**src/rtl/registro_univ.sv**
```systemverilog
`default_nettype none
// +--------------------------------------------------------------------------+
// | Module      : registro_univ                                              |
// | Description : Universal shift register (shift / rotate / parallel load / |
// |               hold) with a counted-burst engine for shift and rotate.    |
// |               Optional arithmetic right shift is enabled by defining     |
// |               the macro REGISTRO_ARITH_EN, which adds the ARITH input.   |
// | Ports       : CLK    rising-edge clock                                   |
// |               RST_N  asynchronous active-low reset                       |
// |               ENB    global enable, low freezes all state                |
// |               DIR    0 = toward MSB (left), 1 = toward LSB (right)       |
// |               S_IN   serial input bit for shift mode                     |
// |               MODO   00 shift, 01 rotate, 10 load, 11 hold               |
// |               D      parallel load data                                  |
// |               START  request a burst of CNT shift/rotate steps           |
// |               CNT    burst step count (values above WIDTH clamp)         |
// |               ARITH  (macro only) sign-extend on right shift             |
// |               Q      register contents                                   |
// |               S_OUT  last bit shifted/rotated out                        |
// |               BUSY   burst in progress                                   |
// |               DONE   one-cycle burst completion pulse                    |
// | Revision    : 1.0  initial release                                       |
// +--------------------------------------------------------------------------+
module registro_univ #(
   parameter int WIDTH = 8,
   parameter int CW    = $clog2(WIDTH + 1)
) (
   input  logic             CLK,
   input  logic             RST_N,
   input  logic             ENB,
   input  logic             DIR,
   input  logic             S_IN,
   input  logic [1:0]       MODO,
   input  logic [WIDTH-1:0] D,
   input  logic             START,
   input  logic [CW-1:0]    CNT,
`ifdef REGISTRO_ARITH_EN
   input  logic             ARITH,
`endif
   output logic [WIDTH-1:0] Q,
   output logic             S_OUT,
   output logic             BUSY,
   output logic             DONE
);

   localparam logic [1:0]    c_IDLE   = 2'd0;
   localparam logic [1:0]    c_BURST  = 2'd1;
   localparam logic [1:0]    c_FIN    = 2'd2;
   localparam logic [CW-1:0] c_MAXCNT = CW'(WIDTH);
   localparam logic [CW-1:0] c_ONE    = CW'(1);

   logic [1:0]       r_state,  w_nextState;
   logic [WIDTH-1:0] r_q,      w_nextQ;
   logic             r_sOut,   w_nextSOut;
   logic [CW-1:0]    r_count,  w_nextCount;
   logic             r_rotate, w_nextRotate;
   logic             r_dir,    w_nextDir;
   logic             r_arith,  w_nextArith;

   logic [CW-1:0]    w_cntClamp;
   logic             w_startBurst;
   logic             w_stepRotate;
   logic             w_stepDir;
   logic             w_stepArith;
   logic             w_arithLive;
   logic             w_insMsb;
   logic [WIDTH-1:0] w_stepQ;
   logic             w_stepOut;

`ifdef REGISTRO_ARITH_EN
   assign w_arithLive = ARITH;
`else
   assign w_arithLive = 1'b0;
`endif

   assign w_cntClamp   = (CNT > c_MAXCNT) ? c_MAXCNT : CNT;
   // Only shift and rotate can start a burst; load/hold with START run normally.
   assign w_startBurst = START & ~MODO[1];

   // During a burst the step follows the controls latched at START.
   assign w_stepRotate = (r_state == c_BURST) ? r_rotate : MODO[0];
   assign w_stepDir    = (r_state == c_BURST) ? r_dir    : DIR;
   assign w_stepArith  = (r_state == c_BURST) ? r_arith  : w_arithLive;

   // One shift/rotate step of the current register value.
   always_comb begin
      w_insMsb  = S_IN;
      w_stepQ   = r_q;
      w_stepOut = 1'b0;
      if (!w_stepDir) begin
         w_stepOut = r_q[WIDTH-1];
         w_stepQ   = {r_q[WIDTH-2:0], (w_stepRotate ? r_q[WIDTH-1] : S_IN)};
      end else begin
         w_stepOut = r_q[0];
         if (w_stepRotate) begin
            w_insMsb = r_q[0];
         end else if (w_stepArith) begin
            w_insMsb = r_q[WIDTH-1];
         end else begin
            w_insMsb = S_IN;
         end
         w_stepQ = {w_insMsb, r_q[WIDTH-1:1]};
      end
   end

   // State register
   always_ff @(posedge CLK or negedge RST_N) begin
      if (!RST_N) begin
         r_state  <= c_IDLE;
         r_q      <= '0;
         r_sOut   <= 1'b0;
         r_count  <= '0;
         r_rotate <= 1'b0;
         r_dir    <= 1'b0;
         r_arith  <= 1'b0;
      end else begin
         r_state  <= w_nextState;
         r_q      <= w_nextQ;
         r_sOut   <= w_nextSOut;
         r_count  <= w_nextCount;
         r_rotate <= w_nextRotate;
         r_dir    <= w_nextDir;
         r_arith  <= w_nextArith;
      end
   end

   // Next-state logic; r_count holds the steps still to do after this edge.
   always_comb begin
      w_nextState  = r_state;
      w_nextQ      = r_q;
      w_nextSOut   = r_sOut;
      w_nextCount  = r_count;
      w_nextRotate = r_rotate;
      w_nextDir    = r_dir;
      w_nextArith  = r_arith;
      if (ENB) begin
         case (r_state)
            c_IDLE: begin
               if (w_startBurst) begin
                  w_nextRotate = MODO[0];
                  w_nextDir    = DIR;
                  w_nextArith  = w_arithLive;
                  if (w_cntClamp != '0) begin
                     w_nextQ     = w_stepQ;
                     w_nextSOut  = w_stepOut;
                     w_nextCount = w_cntClamp - c_ONE;
                  end else begin
                     w_nextCount = '0;
                  end
                  w_nextState = (w_cntClamp > c_ONE) ? c_BURST : c_FIN;
               end else begin
                  case (MODO)
                     2'b00, 2'b01: begin
                        w_nextQ    = w_stepQ;
                        w_nextSOut = w_stepOut;
                     end
                     2'b10:   w_nextQ = D;
                     default: w_nextQ = r_q;
                  endcase
               end
            end
            c_BURST: begin
               w_nextQ     = w_stepQ;
               w_nextSOut  = w_stepOut;
               w_nextCount = r_count - c_ONE;
               if (r_count <= c_ONE) begin
                  w_nextCount = '0;
                  w_nextState = c_FIN;
               end
            end
            c_FIN:   w_nextState = c_IDLE;
            default: w_nextState = c_IDLE;
         endcase
      end
   end

   // Outputs; BUSY also covers the accepting cycle of a multi-step burst.
   always_comb begin
      Q     = r_q;
      S_OUT = r_sOut;
      DONE  = (r_state == c_FIN);
      BUSY  = (r_state == c_BURST) |
              (RST_N & ENB & (r_state == c_IDLE) & w_startBurst & (w_cntClamp > c_ONE));
   end

endmodule
`default_nettype wire

```
**config.mk**
```make
export PLATFORM = sky130hd
export DESIGN_NAME = registro_univ
export DESIGN_NICKNAME = d
export VERILOG_FILES = /design/src/rtl/registro_univ.sv
export SDC_FILE = /design/constraint.sdc
export NUM_CORES = 1
export LEC_CHECK = 0
export CORE_MARGIN = 2
export CORE_UTILIZATION = 47
export DETAILED_ROUTE_END_ITERATION = 10
export PLACE_DENSITY = 0.79
export SKIP_CTS_REPAIR_TIMING = 1
export SLEW_MARGIN = 20
export SYNTH_ARGS = -nofsm -noshare
export SYNTH_HDL_FRONTEND = slang
export SYNTH_SLANG_ARGS = --single-unit
```
**constraint.sdc**
```tcl
create_clock -name CLK -period 2.15 [get_ports CLK]
set_input_delay 0.5375 -clock CLK [delete_from_list [all_inputs] [get_ports CLK]]
set_output_delay 0.5375 -clock CLK [all_outputs]
set_load 0.01 [all_outputs]
```
==> results.json <==
{
  "status": "completed",
  "post_synth_num_cell_types": 34,
  "final_common_cell": "clkdlybuf4s50_1",
  "combPwrFrac": 0.502,
  "synthCells": 111,
  "grt_usage": 0.222,
  "synth_xor_area_frac": 0.00790,
  "die_x_um": 52.6,
  "yosysTopAreaCellShare": 0.384,
  "core-area_sq_mm": 0.00221,
  "synthMuxAreaShare": 0.186,
  "hold_viol_final": 0,
  "vdd_ir_drop_max_mv": 0.711,
  "drive_above_1_share": 0.300,
  "die_area_sq_mm": 0.00276,
  "mappedNetlistNets": 133,
  "syn_area_sq_mm": 0.00111,
  "globalplace.congestion": 0.811,
  "clock.fmax_ghz": 0.472,
  "yosysSeqAreaShare": 0.384,
  "fin_skew_ps": 1.81,
  "grt_overflow_total": 0,
  "worst_slew_pin_slew_ps": 564,
  "fillCellCount": 159,
  "dp_hpwl_mm": 2.19,
  "setup_viol": 0,
  "cp-end-kind": "output pin",
  "drtAntennaViolNets": 0,
  "whs_ps": 523,
  "nets": 183,
  "grt_pass1_vias": 964,
  "drcViolationCount": 0,
  "port_buffers": 30,
  "area_growth_pct": 49.4,
  "placementRows": 17,
  "grt_max_degree": 18,
  "total_power_mw": 1.52,
  "drv_cap": 0,
  "avgViaCountPerCell": 5.47,
  "start_util": 0.501,
  "switching_share": 0.363,
  "p_clk_frac": 0.111,
  "ys_seq_elements": 17,
  "p_int_mw": 0.968,
  "htreeDepth": 1,
  "crit_type": "in -> out",
  "synthTopCellsByArea": "dfrtp_1, mux2_2, mux2i_1",
  "cp_slowest_stage_delay_ps": 460,
  "synthAdderAreaFrac": 0.0226,
  "drv_slew": 0,
  "antenna_found_initial": 0,
  "cp_slowest_cell": "clkdlybuf4s50_1",
  "synth_area_per_cell_sq_um": 9.99,
  "antenna_cells": 0,
  "fin_crit_ps": 2120,
  "worstPathRequired_ps": 1610,
  "clk_pin_slew_ps": 100,
  "num_vias": 1028,
  "synth_top_family_by_area": "multiplexers",
  "start_kind": "primary input",
  "relSlewSlack": 0.619,
  "seqPwrFrac": 0.387,
  "final_cell_mix": "clkdlybuf4s50_1, dfrtp_1, buf_4, o21ai_0",
  "cts_inserted_buffers": 3,
  "critPathArrivalTime_ps": 1580,
  "drtIter0Drc": 14,
  "cts_root_buf": "clkbuf_4",
  "fin_crit_sh": 0.985,
  "synth_simple_gate_area_frac": 0.166,
  "p_sw_mw": 0.550,
  "synth-warning-count": 0,
  "leakagePower_nw": 0.797,
  "die_h_um": 52.6,
  "totalWireLength_mm": 2.92,
  "clockBufferDepth": 2,
  "cts_tree": "yes",
  "synth_largest_area_cell": "dfrtp_1",
  "synth-compound-area-share": 0.182,
  "wire_per_inst_um": 15.5,
  "drt_pass1_iterations": 4,
  "critPathMaxFanout": 3,
  "hold_path.class": "reg -> reg",
  "clock-sinks": 17,
  "clock_latency_ps": 280,
  "boundaryPins": 31,
  "path_cells": "clkdlybuf4s50_1, nor3_4, nor2_4, a21o_2, buf_6",
  "powerDensity_mw_per_mm2": 916,
  "grt_pass1_wl_mm": 4.42
}
==> worst max-delay path: cells and delay by family <==
family	cells	cell delay (ps)
buffers and inverters	2	570
AND/OR/NAND/NOR	2	270
AO/OA/AOI/OAI	1	190
==> final cells by class <==
class / count / area [sq um] / area share
inverters: 6 / 22.5 / 0.0136
multi-input cells: 84 / 662 / 0.400
clock inverters: 1 / 5.00 / 0.00302
clock buffers: 3 / 22.5 / 0.0136
well taps: 28 / 35.0 / 0.0211
repair buffers: 49 / 484 / 0.292
flip-flops and latches: 17 / 425 / 0.257
==> layer usage <==
metal	vias up	GRT usage	wire length, um
li1	500	-	-
met1	497	0.268	1250
met2	25	0.404	1550
met3	6	0.0257	75
met4	0	0.0769	51
met5	-	0	0
==> metrics by stage <==
| stage | cell area [sq um] | TNS, ps | instances | setup WS (ps) | util |
|---|---|---|---|---|---|
| CTS | 1580 | -820 | 185 | -820 | 0.715 |
| global placement | 1550 | -1700 | 181 | -775 | 0.702 |
| global route | 1660 | -11.5 | 188 | -11.5 | 0.749 |
| detailed placement | 1550 | -1940 | 181 | -802 | 0.702 |
| finish | 1660 | 0 | 188 | 31.6 | 0.749 |
| floorplan | 1110 | 0 | 111 | 93.8 | - |
==> registers in the layout, summed over array words and instances, names as in the netlist <==
signal,cells
r_rotate,1
S_OUT,1
r_count,4
r_dir,1
r_state,2
Q,8
==> kinds of logic after synthesis <==
kind of cell / count (synthesis)
DFF: 17
and+or+nand+nor: 30
xor gates and xnor gates: 1
AOI/OAI and AO/OA: 32
muxes: 19
adders and majority gates: 2
buffers and inverters: 10
==> synthesized netlist by cell type <==
library cell  count
dfrtp_1          17
mux2i_1           9
o311ai_0          2
and4b_2           1
xnor2_1           1
nor3_1            3
a21oi_1           8
inv_1             6
or3b_2            1
a211o_1           2
mux2_4            1
and2_2            1
nor3b_1           1
buf_2             1
and2b_2           2
mux2_2            9
ha_1              2
nor2b_1           3
o31ai_1           2
o211ai_1          1
nor3b_4           1
nor2_1            5
nand2_1           9
buf_6             2
o21bai_1          1
nor2b_4           1
o22ai_1           1
a211o_2           1
a21o_2            2
o21ai_0          10
nand2b_1          2
a211oi_1          1
buf_4             1
o21ai_1           1
==> worst paths after layout <==
check / slack [ps] / cells after the start / to / from
max: 30 / 5 / BUSY / CNT[2]
min: 520 / 1 / r_rotate / r_rotate
max reg2reg: 180 / 7 / Q[4] / r_state[0]
min reg2reg: 520 / 1 / r_rotate / r_rotate
max in group asynchronous: 1300 / 2 / r_count[2] / RST_N
min in group asynchronous: 660 / 2 / Q[1] / RST_N
==> power groups by stage <==
stage                     Clock, mW  Combinational (mW)  Sequential, mW
after floorplan                   0               0.374           0.601
after CTS                     0.176               0.753           0.587
after global routing          0.196               0.827           0.610
after global placement            0               0.710           0.578
final                         0.168               0.763           0.588
after detailed placement          0               0.750           0.592
Note: power is estimated with default switching activity, not from simulation.
